### src/rtl/trap_ctrl.sv
// Machine-mode interrupt entry and mret sequencer. Saves mepc/mcause/mstatus
// through the CSR write port, then redirects fetch to the handler or mepc.
module trap_ctrl #(
    parameter bit VECTORED_EN = 1'b1
) (
    input  logic        clk,
    input  logic        rst,
    input  logic        irq_timer,
    input  logic        irq_ext,
    input  logic        exec_valid,
    input  logic [31:0] exec_pc,
    input  logic        mret_i,
    input  logic [31:0] mstatus_i,
    input  logic [31:0] mie_i,
    input  logic [31:0] mtvec_i,
    input  logic [31:0] mepc_i,
    output logic        csr_wr_o,
    output logic [11:0] csr_waddr_o,
    output logic [31:0] csr_wdata_o,
    output logic [31:0] mip_o,
    output logic        stall_o,
    output logic        redirect_o,
    output logic [31:0] redirect_pc_o
);

    typedef enum logic [2:0] {
        IDLE        = 3'd0,
        SAVE_EPC    = 3'd1,
        SAVE_CAUSE  = 3'd2,
        SAVE_STATUS = 3'd3,
        JUMP        = 3'd4,
        MRET        = 3'd5
    } state_t;

    state_t      state_q, state_d;
    logic [3:0]  cause_q, cause_d;
    logic [31:0] epc_q, epc_d;
    logic [31:0] mip_q, mip_d;
    logic        pend_ext_s, pend_tmr_s, take_s, do_mret_s, vec_s;
    logic [31:0] base_s;
    logic        unused_s;

    assign unused_s = ^{mie_i[31:12], mie_i[10:8], mie_i[6:0], mepc_i[1:0]};

    // Interrupt qualification; only meaningful while IDLE
    always_comb begin
        pend_ext_s = irq_ext & mie_i[11];
        pend_tmr_s = irq_timer & mie_i[7];
        take_s     = (state_q == IDLE) & mstatus_i[3] & exec_valid
                     & (pend_ext_s | pend_tmr_s) & ~mret_i;
        do_mret_s  = (state_q == IDLE) & exec_valid & mret_i;
        vec_s      = VECTORED_EN & (mtvec_i[1:0] == 2'b01);
        base_s     = {mtvec_i[31:2], 2'b00};
        mip_d      = {20'd0, irq_ext, 3'd0, irq_timer, 7'd0};
    end

    // Next-state and latched trap context
    always_comb begin
        state_d = state_q;
        cause_d = cause_q;
        epc_d   = epc_q;
        case (state_q)
            IDLE: begin
                if (take_s) begin
                    state_d = SAVE_EPC;
                    cause_d = pend_ext_s ? 4'd11 : 4'd7;
                    epc_d   = exec_pc;
                end else if (do_mret_s) begin
                    state_d = MRET;
                end else begin
                    state_d = IDLE;
                end
            end
            SAVE_EPC:    state_d = SAVE_CAUSE;
            SAVE_CAUSE:  state_d = SAVE_STATUS;
            SAVE_STATUS: state_d = JUMP;
            JUMP:        state_d = IDLE;
            MRET:        state_d = IDLE;
            default:     state_d = IDLE;
        endcase
    end

    // Output decode; stall drops in JUMP/MRET so the redirect is consumed
    always_comb begin
        csr_wr_o      = 1'b0;
        csr_waddr_o   = 12'h000;
        csr_wdata_o   = 32'h0000_0000;
        redirect_o    = 1'b0;
        redirect_pc_o = 32'h0000_0000;
        stall_o       = take_s | do_mret_s;
        case (state_q)
            SAVE_EPC: begin
                csr_wr_o    = 1'b1;
                csr_waddr_o = 12'h341;
                csr_wdata_o = {epc_q[31:2], 2'b00};
                stall_o     = 1'b1;
            end
            SAVE_CAUSE: begin
                csr_wr_o    = 1'b1;
                csr_waddr_o = 12'h342;
                csr_wdata_o = {1'b1, 27'd0, cause_q};
                stall_o     = 1'b1;
            end
            SAVE_STATUS: begin
                csr_wr_o    = 1'b1;
                csr_waddr_o = 12'h300;
                csr_wdata_o = {mstatus_i[31:8], mstatus_i[3], mstatus_i[6:4], 1'b0, mstatus_i[2:0]};
                stall_o     = 1'b1;
            end
            JUMP: begin
                redirect_o    = 1'b1;
                redirect_pc_o = vec_s ? (base_s + {26'd0, cause_q, 2'b00}) : base_s;
            end
            MRET: begin
                csr_wr_o      = 1'b1;
                csr_waddr_o   = 12'h300;
                csr_wdata_o   = {mstatus_i[31:8], 1'b1, mstatus_i[6:4], mstatus_i[7], mstatus_i[2:0]};
                redirect_o    = 1'b1;
                redirect_pc_o = {mepc_i[31:2], 2'b00};
            end
            default: begin
                csr_wr_o = 1'b0;
            end
        endcase
    end

    assign mip_o = mip_q;

    // State registers with synchronous reset
    always_ff @(posedge clk) begin
        if (rst) begin
            state_q <= IDLE;
            cause_q <= 4'd0;
            epc_q   <= 32'd0;
            mip_q   <= 32'd0;
        end else begin
            state_q <= state_d;
            cause_q <= cause_d;
            epc_q   <= epc_d;
            mip_q   <= mip_d;
        end
    end

endmodule

### config.mk
export PLATFORM = sky130hd
export DESIGN_NAME = trap_ctrl
export DESIGN_NICKNAME = d
export VERILOG_FILES = /design/src/rtl/trap_ctrl.sv
export SDC_FILE = /design/constraint.sdc
export NUM_CORES = 1
export LEC_CHECK = 0
export CAP_MARGIN = 0
export CORE_AREA = 2 2 108 110
export DETAILED_ROUTE_END_ITERATION = 6
export DIE_AREA = 0 0 110 112
export PLACE_DENSITY_LB_ADDON = 0.12
export SYNTH_ARGS = -nofsm -noshare
export SYNTH_HDL_FRONTEND = slang
export SYNTH_SLANG_ARGS = --single-unit
### constraint.sdc
create_clock -name clk -period 2.5 [get_ports clk]
set_input_delay 0.5 -clock clk [delete_from_list [all_inputs] [get_ports clk]]
set_output_delay 0.5 -clock clk [all_outputs]
set_load 0.005 [all_outputs]
# Word level (Yosys, flattened, before mapping)
# Index checks and enable logic that the tools add are counted.
# totals
inputBits,166
ff_bits,71
elab_cells,40
out_inout_bits,111
# op_classes
reduce_logical,6
add_sub_neg,1
n_eq_ne,6
n_mux,11
n_bitwise,11
# op_table
op,n
$pmux 32 s4,1
$pmux 32 s2,1
$add 32x6->32,1
$mux 32,1
$pmux 10 s3,1
$pmux 3 s4,1
$and 1x1->1,8
$eq 3x2->1 const B,2
$eq 3x3->1 const B,2
$mux 3,2
$mux 4,1
$reduce_or 2->1,2
$reduce_or 4->1,1
$eq 3x1->1 const B,1
$logic_not 3->1,1
$mux 1,3
$reduce_or 3->1,1
$eq 2x1->1 const B,1
$or 1x1->1,2
$reduce_and 2->1,1
$not 1->1,1

# Logic depth before layout (Yosys ltp)
# Gate-level depths: netlist (run 1).
# logic_depth
depth_word,7
depth_mapped,9
depth_no_buf,8

# Worst setup path before layout (run 1)
# OpenSTA, ideal clock, no wires.
# synth_timing
path_kind,input port to output port
from,in mtvec_i[2]
to,out redirect_pc_o[12]
slack_ns,-0.098
stages,9
arrival_time_ns,2.098
required_ns,2.000
n_path_buf,1
cell_sequence,ha_1 -> inv_1 -> fa_1 -> nand2b_1 -> a211oi_4 -> buf_6 -> nand3_1 -> xor2_1 -> o21ai_0
# synth_between
elab_chain_cells,3
# synth_lines
element,line,source
"start, declared",15,"input logic [31:0] mtvec_i,"
$add 32x6->32,112,"redirect_pc_o = vec_s ? (base_s + {26'd0, cause_q, 2'b00}) : base_s;"
$mux 32,112,
$pmux 32 s2,91,case (state_q)
"end, declared",23,output logic [31:0] redirect_pc_o
# No other way between the ends.

# Final worst setup path (run 1)
# layout_timing
from,reg cause_q[1]
to,out redirect_pc_o[18]
# layout_between
elab_chain_cells,3
# layout_lines
element,line,source
"start, declared",36,"logic [3:0] cause_q, cause_d;"
"start signal, assigned",138,cause_q <= cause_d;
$add 32x6->32,112,
$mux 32,112,
$pmux 32 s2,91,
# No other way between the ends.

==> run metrics, run 1 <==
outcome=finished, violations left; failing checks=setup timing; fin crit share=114%; register area share after synthesis=24.1%; CP Capture Point=redirect_pc_o[18]; Final TNS setup=-3.35 ns; Final Power=1.91 mW; post-synth top area cell=dfxtp_1; routability cong.=0.826; GRT Overall Usage=18.4%; Peak VDD IR=0.320 mV; Slew Viols, Final=0; top_reg_cell synth=dfxtp_1; core area=11,200 sq um; synthesized flop and latch total=38; Die ar.=12,300 sq um; largest cells by area after synthesis=dfxtp_1, nand2_1, buf_4, a22o_1, xor2_1; # IOs=277; mean post-synth cell area=7.17 sq um; critical path data required time=2.00 ns; # DRC=0; Synth Cell Area=3150 sq um; Final Util=56.6%; RSZ-0062 raised after global routing=yes; Critical Path Start=cause_q[1]; crit path DAT=2.35 ns; Final Setup Violations=16; initial DRC count=129; CTS buffer count=5; R2R cell count=7; first-pass GRT wire length=18.1 mm; DIE WIDTH=110 um; CTS root buf=clkbuf_16; clk_lat worst skew=0.28 ns; clock sink count=38; Site Rows=39; Chip Height=112 um; number of synthesized flops with an enable pin=0; n_diodes=0; Clock transition at path regs=0.06 ns; vias post-DR=4,068; vias in the first global route=3,787; clk_skew=0.00680 ns; Max Fclk=350 MHz; Crit Reg-Reg Endpoint=state_q[1]; hold path startpoint=epc_q[3]; total wire length=12.9 mm; dpl cell area=5590 sq um; CTS tree=done; hpwl dp=8.76 mm; Commonest cells post-synth=nand2_1, buf_4, a21oi_1, dfxtp_1, a22o_1; asr flop ratio synth=0%; non-filler cells, final=863; Tmin final=2.85 ns; number of antenna violations at the first check in global routing=0; Setup CP Type=reg -> out; routed length per instance=15.0 um; setup slack, reg-to-reg=0.95 ns; largest net degree at the start of global routing=34; share of layout cells above drive strength 1=27.2%; PwrDens=302 nW/um^2; largest fanout on the critical path=5; Cells after DPL=811; post-synthesis cell type count=43; DRT Pass-1 Iters=4; Mapped Cells=440; fin area=6320 sq um; H-tree levels=2; starting density of the core=28.2%; fill cell count=1,071; Max Cap Viol=0; final worst setup slack=-0.354 ns; hold_buf cts=0; Clock Path Buffers=2; worst r2r src=state_q[1]; Hold Violations, Final=0; Final ANT Viol Nets=0; Synth top area share=24.1%; total gr overflow=0; CP Capture Type=output port; Static Leak=3.14 nW; classification of the worst-slack hold path=reg -> reg; dpl ws=-1.06 ns; IO buf count=203; startpoint class of the critical path=register; Vias/cell=4.71; tightest hold margin=0.453 ns; most common cell in the netlist=nand2_1; YS warnings=0; Area growth syn-to-layout=100%; Final nets=891
[routing by layer]
layer,vias up,part of all wire (%),global-route usage (%)
met5,-,0,0
li1,2002,-,-
met1,1857,39,21.2
met4,0,1.7,6.33
met3,18,9.1,4.39
met2,191,50,32.5
[flip-flops by register name (all words and copies together), names as in the netlist]
signal,count
cause_q,3
state_q,3
mip_o,2
epc_q,30
[logic make-up after synthesis]
| logic type | synth area share [%] |
|---|---|
| AOI/OAI and AO/OA | 23.4 |
| xor gates and xnor gates | 7.78 |
| adders and majority gates | 2.22 |
| buffers and inverters | 15.7 |
| DFF | 24.1 |
| muxes | 0.952 |
| other | 0.119 |
| and+or+nand+nor | 25.8 |
[placed cells by master, fill, tap and decap left out, types with 13 or more instances in the layout]
cell type	Yosys	routed
a21oi_1	43	38
a22o_1	28	28
buf_2	14	27
buf_4	44	75
buf_6	2	13
clkdlybuf4s50_1	0	116
conb_1	1	39
dfxtp_1	38	33
dlygate4sd2_1	0	17
dlymetal6s2s_1	0	33
nand2_1	102	98
nand4_1	17	17
o21ai_1	12	27
xor2_1	26	26
[worst max-delay path, cell delays in order, from the launching register on]
cell and delay [ns]:
dfxtp_4 0.36, ha_4 0.13, inv_2 0.03, fa_2 0.32, nand2b_4 0.15, a211oi_4 0.26, buf_12 0.15, buf_6 0.09
buf_6 0.09, nand4_1 0.09, xor2_1 0.15, o21ai_1 0.11, buf_2 0.12
[report_power, final]
| part | internal [mW] | total, mW | switching (mW) |
|---|---|---|---|
| sequential | 0.622 | 0.634 | 0.0123 |
| combinational | 0.403 | 0.665 | 0.262 |
| clock | 0.364 | 0.607 | 0.243 |
[final cells by class]
cell class | count | area [sq um] | share of cell area (%)
well taps | 143 | 179 | 2.83
clock inverters | 1 | 7.51 | 0.119
clock buffers | 6 | 129 | 2.04
multi-input cells | 361 | 2240 | 35.5
flip-flops and latches | 38 | 772 | 12.2
repair buffers | 306 | 2960 | 46.8
inverters | 8 | 33.8 | 0.534
[what timing repair did]
action | in CTS | in global routing
pin swaps | 37 | 31
endpoints found under the setup margin | 60 | 58
gates cloned | 2 | 5
gates resized for setup | 186 | 81
buffers inserted | 21 | 19
hold endpoints to repair | 0 | 0
[worst min-delay path by stage]
stage / end / depth (start not counted) / slack [ns]
global route: epc_q[25] / 2 / 0.48
detailed placement: epc_q[3] / 2 / 0.45
CTS: epc_q[3] / 2 / 0.46
finish: epc_q[3] / 2 / 0.45
floorplan: epc_q[3] / 2 / 0.44
global placement: epc_q[3] / 2 / 0.44
No activity file was read; power rests on OpenSTA's default activity.
==> run 2: changes to the inputs <==
- CORE_AREA: 2 2 108 110 -> 5 5 111 113
- DIE_AREA: 0 0 110 112 -> 0 0 116 118
==> run metrics, run 2 (same netlist as run 1, synthesis figures left out) <==
failing checks=setup timing; hold_buf cts=0; Max Cap Viol=0; CTS tree=done; DRT Pass-1 Iters=4; sw frac=27.7%; dpl cell area=5640 sq um; startpoint class of the critical path=register; Slew Viols, Final=0; number of antenna violations at the first check in global routing=1; Clock transition at path regs=0.06 ns; crit path DAT=2.33 ns; Largest register FFs=30; Cells after DPL=820; Final ANT Viol Nets=0; DIE WIDTH=116 um; # DRC=0; final worst setup slack=-0.332 ns; largest net degree at the start of global routing=37; largest registers=epc_q (30), cause_q (3), state_q (3); Top cell by count, worst path=buf_6; Peak VDD IR=0.244 mV; Cell Chain, Critical Path=ha_4 > inv_2 > fa_2 > nand2b_4 > a211oi_4 > buf_6 > buf_6 > buf_6 > nand4_1 > xor2_1 > o21ai_1 > buf_2; fill cell count=1,055; classification of the worst-slack hold path=reg -> reg; Tmin final=2.83 ns; Die ar.=13,700 sq um; routed length per instance=15.9 um; initial DRC count=168; # IOs=277; Clock Path Buffers=2; hpwl dp=9.90 mm; starting density of the core=28.1%; PwrDens=306 nW/um^2; Setup CP Type=reg -> out; first-pass GRT wire length=20.9 mm; fin area=6390 sq um; GRT Overall Usage=18.6%; vias post-DR=4,121; clock sink count=38; CP Capture Type=output port; tightest hold margin=0.457 ns; non-filler cells, final=877; vias in the first global route=4,198; Chip Height=118 um; Vias/cell=4.70; RSZ-0062 raised after global routing=yes; Max Fclk=353 MHz; Final Power=1.96 mW; clk_skew=0.00515 ns; core area=11,200 sq um; routability cong.=0.766; outcome=finished, violations left; Net Switching=0.542 mW; H-tree levels=2; Flop pwr share=32.5%; total gr overflow=0; Reg with most FFs=epc_q; Final Setup Violations=25; CTS buffer count=5; total wire length=14.0 mm; Area growth syn-to-layout=103%; CTS root buf=clkbuf_16; part of the power in the clock network=34.4%; largest fanout on the critical path=4; clk_lat worst skew=0.28 ns; share of layout cells above drive strength 1=28.6%; Final Util=56.9%; IO buf count=203; Site Rows=39; critical path data required time=2.00 ns; fin crit share=113%; Static Leak=3.04 nW; Gate power share=33.1%; Hold Violations, Final=0; Crit-path slowest cell=dfxtp_4; Final nets=902; Max stage delay on crit path=0.36 ns; P_int=1.41 mW; most frequent cells in the layout=clkdlybuf4s50_1, nand2_1, buf_4, a21oi_1, conb_1; commonest non-fill, non-tap cell in the layout=clkdlybuf4s50_1
-- run 2: routing by layer --
| layer | part of all wire [%] | wire (um) | track usage (%) |
|---|---|---|---|
| met1 | 40 | 5590 | 22.8 |
| met2 | 49 | 6900 | 32.1 |
| met3 | 8.5 | 1190 | 4.68 |
| met4 | 2.2 | 308 | 4.71 |
| met5 | 0 | 0 | 0 |
-- run 2: area by class of cell --
cell class	instances	area (sq um)	share of cell area, %
clock buffer	6	139	2.17
sequential	38	776	12.1
clock inverter	2	16.3	0.255
multi-input combinational	361	2230	35.0
timing repair buffer	317	3010	47.1
antenna	2	5.00	0.0783
inverter	8	30.0	0.470
tap	143	179	2.80
-- run 2: path summary, 6_finish.rpt --
path | start | to | slack (ns) | cells past startpoint
worst max-delay path | cause_q[1] | redirect_pc_o[18] | -0.33 | 12
worst min register to register | epc_q[12] | epc_q[12] | 0.46 | 2
worst min-delay path | epc_q[12] | epc_q[12] | 0.46 | 2
worst max register to register | state_q[2] | epc_q[31] | 0.97 | 6
-- run 2: power groups by stage --
stage	combinational (mW)	sequential [mW]	clock, mW
floorplan	0.232	0.644	0
global placement	0.602	0.647	0
detailed placement	0.608	0.647	0
CTS	0.612	0.635	0.689
global route	0.699	0.639	0.710
finish	0.647	0.636	0.672
-- run 2: critical path: cells and delay by family, from the launching register on --
family	cells	cell delay [ns]
buffers and inverters	5	0.47
adder cells (fa/ha/maj)	2	0.46
flip-flops	1	0.36
AO/OA/AOI/OAI	2	0.32
AND/OR/NAND/NOR	2	0.24
XOR/XNOR	1	0.18
-- run 2: repair_timing --
| action | CTS | global route |
|---|---|---|
| setup buffers | 29 | 15 |
| pin swaps | 50 | 41 |
| endpoints found under the setup margin | 61 | 59 |
| gates cloned | 1 | 5 |
| gates resized for setup | 210 | 66 |
-- run 2: metrics by stage --
stage / setup TNS (ns) / setup WS, ns
after floorplan: 0 / 0.0226
after global placement: -25.02 / -1.03
after detailed placement: -26.30 / -1.12
after CTS: -8.16 / -0.552
after global routing: -8.05 / -0.426
final: -5.04 / -0.332
==> run 3: changes to the inputs <==
- ABC_CLOCK_PERIOD_IN_PS: not set -> 2500
==> results of run 3 <==
Same layout as run 2: the final DEF is identical, and so are final timing and power.
